File: src/rtl/fetch_unit_if.sv
// Fetch-unit bus bundle: instruction-cache request/response, redirect input
// and the IF/ID register outputs toward decode.
interface fetch_unit_if #(
  parameter int ADDRESS_SIZE     = 64,
  parameter int INSTRUCTION_SIZE = 32
);
  logic                        instruction_read;
  logic [ADDRESS_SIZE-1:0]     instruction_address;
  logic [INSTRUCTION_SIZE-1:0] instruction_response;
  logic                        busy;
  logic                        redirect_valid;
  logic [ADDRESS_SIZE-1:0]     redirect_pc;
  logic                        if_valid;
  logic                        if_ready;
  logic [ADDRESS_SIZE-1:0]     if_pc;
  logic [INSTRUCTION_SIZE-1:0] if_instruction;

  modport master (
    output instruction_read, instruction_address, if_valid, if_pc, if_instruction,
    input  instruction_response, busy, redirect_valid, redirect_pc, if_ready
  );

  modport slave (
    input  instruction_read, instruction_address, if_valid, if_pc, if_instruction,
    output instruction_response, busy, redirect_valid, redirect_pc, if_ready
  );
endinterface

File: src/rtl/fetch_unit.sv
// Single-issue instruction fetch: requests one word at a time from the cache,
// holds it in the IF/ID register until decode accepts, and follows redirects.
module fetch_unit #(
  parameter int ADDRESS_SIZE     = 64,
  parameter int INSTRUCTION_SIZE = 32
) (
  input  logic                    clk,
  input  logic                    reset,
  input  logic [ADDRESS_SIZE-1:0] entry,
  fetch_unit_if.master            bus,
  output logic [31:0]             fetch_count
);

  localparam logic [2:0] ST_BOOT  = 3'd0;
  localparam logic [2:0] ST_REQ   = 3'd1;
  localparam logic [2:0] ST_WAIT  = 3'd2;
  localparam logic [2:0] ST_HOLD  = 3'd3;
  localparam logic [2:0] ST_DRAIN = 3'd4;

  localparam logic [ADDRESS_SIZE-1:0] WORD_MASK = ~ADDRESS_SIZE'(3);
  localparam logic [ADDRESS_SIZE-1:0] WORD_STEP = ADDRESS_SIZE'(4);

  logic [2:0]                  state;
  logic [ADDRESS_SIZE-1:0]     pc;
  logic                        read_q;
  logic [ADDRESS_SIZE-1:0]     address_q;
  logic                        valid_q;
  logic [ADDRESS_SIZE-1:0]     if_pc_q;
  logic [INSTRUCTION_SIZE-1:0] instr_q;
  logic [31:0]                 count_q;

  logic [ADDRESS_SIZE-1:0]     entry_target;
  logic [ADDRESS_SIZE-1:0]     redirect_target;

  assign entry_target    = entry & WORD_MASK;
  assign redirect_target = bus.redirect_pc & WORD_MASK;

  always_ff @(posedge clk or negedge reset) begin
    if (!reset) begin
      state     <= ST_BOOT;
      pc        <= '0;
      read_q    <= 1'b0;
      address_q <= '0;
      valid_q   <= 1'b0;
      if_pc_q   <= '0;
      instr_q   <= '0;
      count_q   <= '0;
    end else begin
      case (state)
        ST_BOOT: begin
          pc    <= bus.redirect_valid ? redirect_target : entry_target;
          state <= ST_REQ;
        end
        // REQ is entered with the read line low; its first cycle raises the
        // registered read/address, later cycles wait for the cache to go busy.
        ST_REQ: begin
          if (bus.redirect_valid) begin
            pc     <= redirect_target;
            read_q <= 1'b0;
          end else if (!read_q) begin
            read_q    <= 1'b1;
            address_q <= pc;
          end else if (bus.busy) begin
            state <= ST_WAIT;
          end
        end
        ST_WAIT: begin
          if (bus.redirect_valid) begin
            pc     <= redirect_target;
            read_q <= 1'b0;
            state  <= ST_DRAIN;
          end else if (!bus.busy) begin
            instr_q <= bus.instruction_response;
            if_pc_q <= pc;
            valid_q <= 1'b1;
            read_q  <= 1'b0;
            state   <= ST_HOLD;
          end
        end
        ST_HOLD: begin
          if (bus.redirect_valid) begin
            pc      <= redirect_target;
            valid_q <= 1'b0;
            state   <= ST_REQ;
          end else if (valid_q && bus.if_ready) begin
            pc      <= pc + WORD_STEP;
            valid_q <= 1'b0;
            count_q <= count_q + 32'd1;
            state   <= ST_REQ;
          end
        end
        ST_DRAIN: begin
          if (bus.redirect_valid) begin
            pc <= redirect_target;
          end else if (!bus.busy) begin
            state <= ST_REQ;
          end
        end
        default: state <= ST_BOOT;
      endcase
    end
  end

  assign bus.instruction_read    = read_q;
  assign bus.instruction_address = address_q;
  assign bus.if_valid            = valid_q;
  assign bus.if_pc               = if_pc_q;
  assign bus.if_instruction      = instr_q;
  assign fetch_count             = count_q;

endmodule
File: src/flat_wrapper.sv
// flat-port wrapper written by rule: the top's interface ports become plain ports
module fetch_unit_flat 
#(
  parameter int ADDRESS_SIZE     = 64,
  parameter int INSTRUCTION_SIZE = 32
)
  (clk, reset, entry, fetch_count, bus_instruction_read, bus_instruction_address, bus_if_valid, bus_if_pc, bus_if_instruction, bus_instruction_response, bus_busy, bus_redirect_valid, bus_redirect_pc, bus_if_ready);
  fetch_unit_if #(.ADDRESS_SIZE(ADDRESS_SIZE), .INSTRUCTION_SIZE(INSTRUCTION_SIZE)) bus_i ();
  input  logic clk;
  input  logic reset;
  input  logic [ADDRESS_SIZE-1:0] entry;
  output logic [31:0] fetch_count;
  output wire logic [$bits(bus_i.instruction_read)-1:0] bus_instruction_read;
  output wire logic [$bits(bus_i.instruction_address)-1:0] bus_instruction_address;
  output wire logic [$bits(bus_i.if_valid)-1:0] bus_if_valid;
  output wire logic [$bits(bus_i.if_pc)-1:0] bus_if_pc;
  output wire logic [$bits(bus_i.if_instruction)-1:0] bus_if_instruction;
  input wire logic [$bits(bus_i.instruction_response)-1:0] bus_instruction_response;
  input wire logic [$bits(bus_i.busy)-1:0] bus_busy;
  input wire logic [$bits(bus_i.redirect_valid)-1:0] bus_redirect_valid;
  input wire logic [$bits(bus_i.redirect_pc)-1:0] bus_redirect_pc;
  input wire logic [$bits(bus_i.if_ready)-1:0] bus_if_ready;
  assign bus_instruction_read = bus_i.instruction_read;
  assign bus_instruction_address = bus_i.instruction_address;
  assign bus_if_valid = bus_i.if_valid;
  assign bus_if_pc = bus_i.if_pc;
  assign bus_if_instruction = bus_i.if_instruction;
  assign bus_i.instruction_response = bus_instruction_response;
  assign bus_i.busy = bus_busy;
  assign bus_i.redirect_valid = bus_redirect_valid;
  assign bus_i.redirect_pc = bus_redirect_pc;
  assign bus_i.if_ready = bus_if_ready;
  fetch_unit #(.ADDRESS_SIZE(ADDRESS_SIZE), .INSTRUCTION_SIZE(INSTRUCTION_SIZE)) u_core (.clk(clk), .reset(reset), .entry(entry), .bus(bus_i), .fetch_count(fetch_count));
endmodule
File: config.mk
export PLATFORM = sky130hd
export DESIGN_NAME = fetch_unit_flat
export DESIGN_NICKNAME = d
export VERILOG_FILES = /design/src/rtl/fetch_unit_if.sv /design/src/rtl/fetch_unit.sv /design/src/flat_wrapper.sv
export SDC_FILE = /design/constraint.sdc
export NUM_CORES = 1
export LEC_CHECK = 0
export ABC_CLOCK_PERIOD_IN_PS = 3900
export BUFFER_PORTS_ARGS = -buffer_cell sky130_fd_sc_hd__buf_2
export CAP_MARGIN = 10
export CORE_MARGIN = 2
export CORE_UTILIZATION = 56
export DETAILED_ROUTE_END_ITERATION = 6
export PLACE_DENSITY_LB_ADDON = 0.12
export SLEW_MARGIN = 20
export SYNTH_ARGS = -nofsm -noshare
export SYNTH_HDL_FRONTEND = slang
export SYNTH_SLANG_ARGS = --single-unit
File: constraint.sdc
create_clock -name clk -period 3.9 [get_ports clk]
set_clock_uncertainty 0.05 [all_clocks]
set_input_delay 0.39 -clock clk [delete_from_list [all_inputs] [get_ports clk]]
set_output_delay 0.39 -clock clk [all_outputs]
set_load 0.02 [all_outputs]
==> results.toml, run 1 <==
[route]
avgViaCountPerCell = 6.14
drt_pre_antenna_iters = 6
wirelength_um = 36500
ant_nets = 0
num_vias = 11005
wire_per_inst_um = 20.4
drt_iter0_drc = 910
drc = 0

[clock_network]
ctsResizeCount = 0
h-tree-depth = 1
cts_sinks = 255
cts-root-buf = "clkbuf_16"
cts_tree = "yes"
cts_hold_buf = 1
clk_pin_slew_ns = 0.07
cts_inserted_buffers = 27
insertion_delay_ns = 0.54
clock_path_buffers = 3
post_cts_buffers = 0

[sta]
rsz0062_at_grt = "no"
tns_ns = 0
worst_pin_slew_ns = 0.998
max_freq_mhz = 307
setup_viol = 0
layout_setup_ws_ns = 0.643
slew_viol_final = 0
hold_viol = 0
finalCriticalPeriod_ns = 3.26
slew_headroom_pct = 32.9
finalCritPeriodShare_pct = 83.5

[grt]
grt_max_degree = 99
grt_pass1_vias = 10862
grt_pass1_wl_um = 57800
grt-ovfl-total = 0
antenna_found_initial = 10
grt_use_total_pct = 30.2

[floorplan]
rows = 54
die_y_um = 154
fp.coreArea_mm2 = 0.0220
top_level_ports = 359
die_area_mm2 = 0.0238
die_w_um = 154
start_util_pct = 57.5

[logic_synthesis]
avgSynthCellArea_um2 = 10.7
synth_top_flop_cell = "dfrtp_1"
synth_edf_count = 0
synth_top_area_share_pct = 50.5
ys_warn_count = 0
yosys-top-cells-area = "dfrtp_1, mux2_2, nand2_1"
synth_area_mm2 = 0.0126
synth_seq_area_share_pct = 50.5
synthCells = 1175
synth_top_area_cell = "dfrtp_1"
yosysUniqueCellTypes = 79
ys_ff_latch = 255
synthArstFlopShare_pct = 100

[cells_and_area]
drive_above_1_share_pct = 38.6
layout_commonest_cell = "buf_2"
fin_nets = 1653
area_growth_pct = 23.5
mostFrequentLayoutCells = "buf_2, dfrtp_1, mux2_2"
fillers = 1691
final_util_pct = 71.0
finalNonFillerCells = 1791

[placement]
hpwl_um = 25200
place.gp.congestion = 0.866
io_buffers = 350
pre_cts_ws_ns = 0.746
dp.cells = 1736

[setup_path]
endpoint_kind = "flop"
critPathMaxFanout = 14
critPathKind = "reg -> reg"
cp_data_required_time_ns = 4.32
critPathArrivalTime_ns = 3.68
start_kind = "flop"

[pwr]
power_density_mw_per_mm2 = 811
peakVddDrop_mv = 0.586
p_leak_nw = 7.25

[flow_run]
maxCapViolCount = 0

[hold_path]
min_path_type = "in -> reg"

[run_status]
status = "completed"
## logic make-up after synthesis
kind of cell | count (synthesis) | share of synthesized area, %
and+or+nand+nor | 352 | 14.9
AOI/OAI and AO/OA | 263 | 14.9
DFF | 255 | 50.5
muxes | 145 | 12.9
buffers and inverters | 118 | 3.82
xor gates and xnor gates | 39 | 2.71
adders and majority gates | 2 | 0.198
other | 1 | 0.0297
## area by class of cell
type	instances	area, µm²	area share (%)
clock buffers	37	783	5.02
clock inverters	12	144	0.923
diodes	5	12.5	0.0802
repair buffers	371	1980	12.7
well taps	280	350	2.25
flip-flops and latches	255	6380	40.9
multi-input cells	805	5840	37.4
inverters	26	97.6	0.626
## metrics by stage
step / total power [mW] / hold slack, ns / instance area [µm²]
final: 12.6 / 0.0255 / 15600
after global routing: 13.4 / 0.0107 / 15600
after CTS: 12.7 / 0.0114 / 15600
after detailed placement: 9.96 / 0.375 / 14600
after global placement: 9.78 / 0.372 / 14600
after floorplan: 8.09 / 0.0444 / 12600
## flip-flops by register name (all words and copies together) (netlist names)
register                        cells
u_core.bus.instruction_read         1
u_core.state                        3
u_core.bus.if_instruction          32
u_core.fetch_count                 32
u_core.bus.instruction_address     62
u_core.bus.if_pc                   62
u_core.pc                          62
u_core.bus.if_valid                 1
## worst max-delay path: stages (launching register included)
cell and delay, ns:
dfrtp_1 0.50, nand3_1 0.34, nor4_1 0.94, nand4_1 0.70, or3_1 0.55, nand3_1 0.09
## worst paths after layout
path	from	to	slack, ns	depth (start not counted)
worst max-delay path	u_core.pc[8]	u_core.pc[57]	0.64	5
worst min register to register	u_core.fetch_count[31]	u_core.fetch_count[31]	0.42	1
worst max register to register	u_core.pc[8]	u_core.pc[57]	0.64	5
max in group asynchronous	reset	u_core.state[1]	2.49	3
min in group asynchronous	reset	u_core.bus.instruction_address[40]	0.39	2
worst min-delay path	bus_instruction_response[16]	u_core.bus.if_instruction[16]	0.03	2
## Yosys cell counts, types with 10 or more instances
| library cell | n |
|---|---|
| clkbuf_1 | 62 |
| buf_2 | 18 |
| or4_1 | 16 |
| o21ai_0 | 58 |
| a22o_1 | 19 |
| xnor2_1 | 23 |
| nor2_1 | 50 |
| and4_1 | 14 |
| nor4_1 | 12 |
| nand4_1 | 47 |
| a22oi_1 | 22 |
| nand3_1 | 39 |
| inv_1 | 25 |
| nor3_1 | 19 |
| dfrtp_1 | 255 |
| a221oi_1 | 12 |
| mux2_2 | 143 |
| a31oi_1 | 10 |
| o211ai_1 | 17 |
| a21oi_1 | 35 |
| o22ai_1 | 10 |
| nand2_1 | 96 |
| xor2_1 | 16 |
## where the power goes
part,switching [mW],total (mW),internal [mW],leakage [nW]
Sequential,1.13,4.88,3.75,3.19
Combinational,3.01,5.10,2.09,3.60
Clock,1.07,2.67,1.60,0.457
Total,5.21,12.6,7.44,7.25
## per-layer routing
layer  up-vias  global-route usage [%]  part of all wire (%)
met4         6                    11.6                   3.1
met2       459                    49.0                    48
met3        93                    6.91                   8.0
met5         -                       0                  0.11
li1       5051                       -                     -
met1      5396                    39.7                    41
No activity file was read; power rests on OpenSTA's default activity.
==> inputs of run 2 (changes only) <==
--- a/config.mk
+++ b/config.mk
@@ -5,11 +5,11 @@
 export SDC_FILE = /design/constraint.sdc
 export NUM_CORES = 1
 export LEC_CHECK = 0
-export ABC_CLOCK_PERIOD_IN_PS = 3900
+export ABC_CLOCK_PERIOD_IN_PS = 3100
 export BUFFER_PORTS_ARGS = -buffer_cell sky130_fd_sc_hd__buf_2
 export CAP_MARGIN = 10
 export CORE_MARGIN = 2
-export CORE_UTILIZATION = 56
+export CORE_UTILIZATION = 53
 export DETAILED_ROUTE_END_ITERATION = 6
 export PLACE_DENSITY_LB_ADDON = 0.12
 export SLEW_MARGIN = 20
==> constraint.sdc (replaced) <==
create_clock -name clk -period 3.1 [get_ports clk]
set_clock_uncertainty 0.05 [all_clocks]
set_input_delay 0.31 -clock clk [delete_from_list [all_inputs] [get_ports clk]]
set_output_delay 0.31 -clock clk [all_outputs]
set_load 0.02 [all_outputs]
==> results.toml, run 2 (same netlist as run 1, synthesis figures left out) <==
[run_status]
status = "completed"

[floorplan]
die_area_mm2 = 0.0251
die_y_um = 158
top_level_ports = 359
rows = 56
fp.coreArea_mm2 = 0.0234
start_util_pct = 54.0
die_w_um = 158

[route]
num_vias = 11256
wirelength_um = 37700
drt_pre_antenna_iters = 6
avgViaCountPerCell = 5.95
drt_iter0_drc = 1003
drc = 0
ant_nets = 0
wire_per_inst_um = 19.9

[pwr]
p_leak_nw = 7.50
finalPower_mw = 15.9
peakVddDrop_mv = 0.542
power_density_mw_per_mm2 = 984

[sta]
slew_viol_final = 0
hold_viol = 0
finalCriticalPeriod_ns = 2.75
worst_pin_slew_ns = 0.888
layout_setup_ws_ns = 0.345
max_freq_mhz = 363
tns_ns = 0
slew_headroom_pct = 40.5
holdWs_ns = 0.0297
rsz0062_at_grt = "no"
setup_viol = 0
finalCritPeriodShare_pct = 88.9

[grt]
antenna_found_initial = 10
grt_max_degree = 99
grt_pass1_wl_um = 58300
grt-ovfl-total = 0
grt_use_total_pct = 29.4
grt_pass1_vias = 10758

[placement]
place.gp.congestion = 0.853
hpwl_um = 26100
dp.cells = 1802
pre_cts_ws_ns = 0.386
post_dp_cell_area_mm2 = 0.0149
io_buffers = 350

[cells_and_area]
drive_above_1_share_pct = 38.5
post-route-cell-area_mm2 = 0.0162
finalNonFillerCells = 1893
mostFrequentLayoutCells = "buf_2, dfrtp_1, mux2_2"
fin_nets = 1715
area_growth_pct = 28.1
final_util_pct = 69.1
layout_commonest_cell = "buf_2"

[clock_network]
cts-root-buf = "clkbuf_16"
post_cts_buffers = 0
cts_sinks = 255
cts_tree = "yes"
clk_pin_slew_ns = 0.06
cts_inserted_buffers = 28
h-tree-depth = 1
ctsResizeCount = 0
clock_path_buffers = 3
insertion_delay_ns = 0.53
cts_hold_buf = 35

[setup_path]
endpoint_kind = "flop"
critPathKind = "reg -> reg"
cp_data_required_time_ns = 3.52
critPathArrivalTime_ns = 3.18
start_kind = "flop"
critPathMaxFanout = 20

[hold_path]
min_path_type = "in -> reg"

[flow_run]
maxCapViolCount = 0
## run 2: cell types whose count changed in the layout (fill, tap and decap cells not counted), moves of 2 or more
cell,delta
diode_2,+2
buf_4,+24
bufinv_16,-3
buf_12,+3
clkbuf_1,+5
dlygate4sd3_1,+34
clkbuf_8,-2
clkbuf_16,+2
## run 2: cell type report
class	instances	area, µm²
Antenna cell	7	17.5
Clock buffer	42	825
Clock inverter	7	41.3
Fill cell	1872	7230
Inverter	26	97.6
Multi-Input combinational cell	805	5850
Sequential cell	255	6380
Tap cell	319	399
Timing Repair Buffer	432	2560
## run 2: where the power goes
part	leakage, nW	internal (mW)	switching [mW]
Sequential	3.19	4.72	1.36
Combinational	3.89	2.79	3.91
Clock	0.427	1.83	1.32
## run 2: metal layers
metal  track usage [%]  vias to the layer above  wire, µm
met5                 0                        -        63
met4              10.4                       10      1150
met3              6.07                       87      2780
met2              46.6                      455     17800
met1              40.6                     5514     15900
li1                  -                     5190         -
## run 2: worst paths after layout
check                      slack [ns]              startpoint                             to  depth (start not counted)
setup / recovery                 0.35         u_core.state[1]                  u_core.pc[48]                          7
hold reg to reg                  0.42  u_core.fetch_count[31]         u_core.fetch_count[31]                          1
min in group asynchronous        0.32                   reset           u_core.bus.if_pc[38]                          2
max in group asynchronous        1.66                   reset  u_core.bus.if_instruction[30]                          3
hold / removal                   0.03                entry[7]                   u_core.pc[7]                          3
setup reg to reg                 0.35         u_core.state[1]                  u_core.pc[48]                          7
## run 2: worst max-delay path, cell delays in order (launching register included)
cell	delay, ns
dfrtp_1	0.71
xnor2_1	0.23
o211ai_1	0.75
buf_12	0.26
buf_4	0.21
a22oi_1	0.15
o22ai_1	0.20
a31o_1	0.12
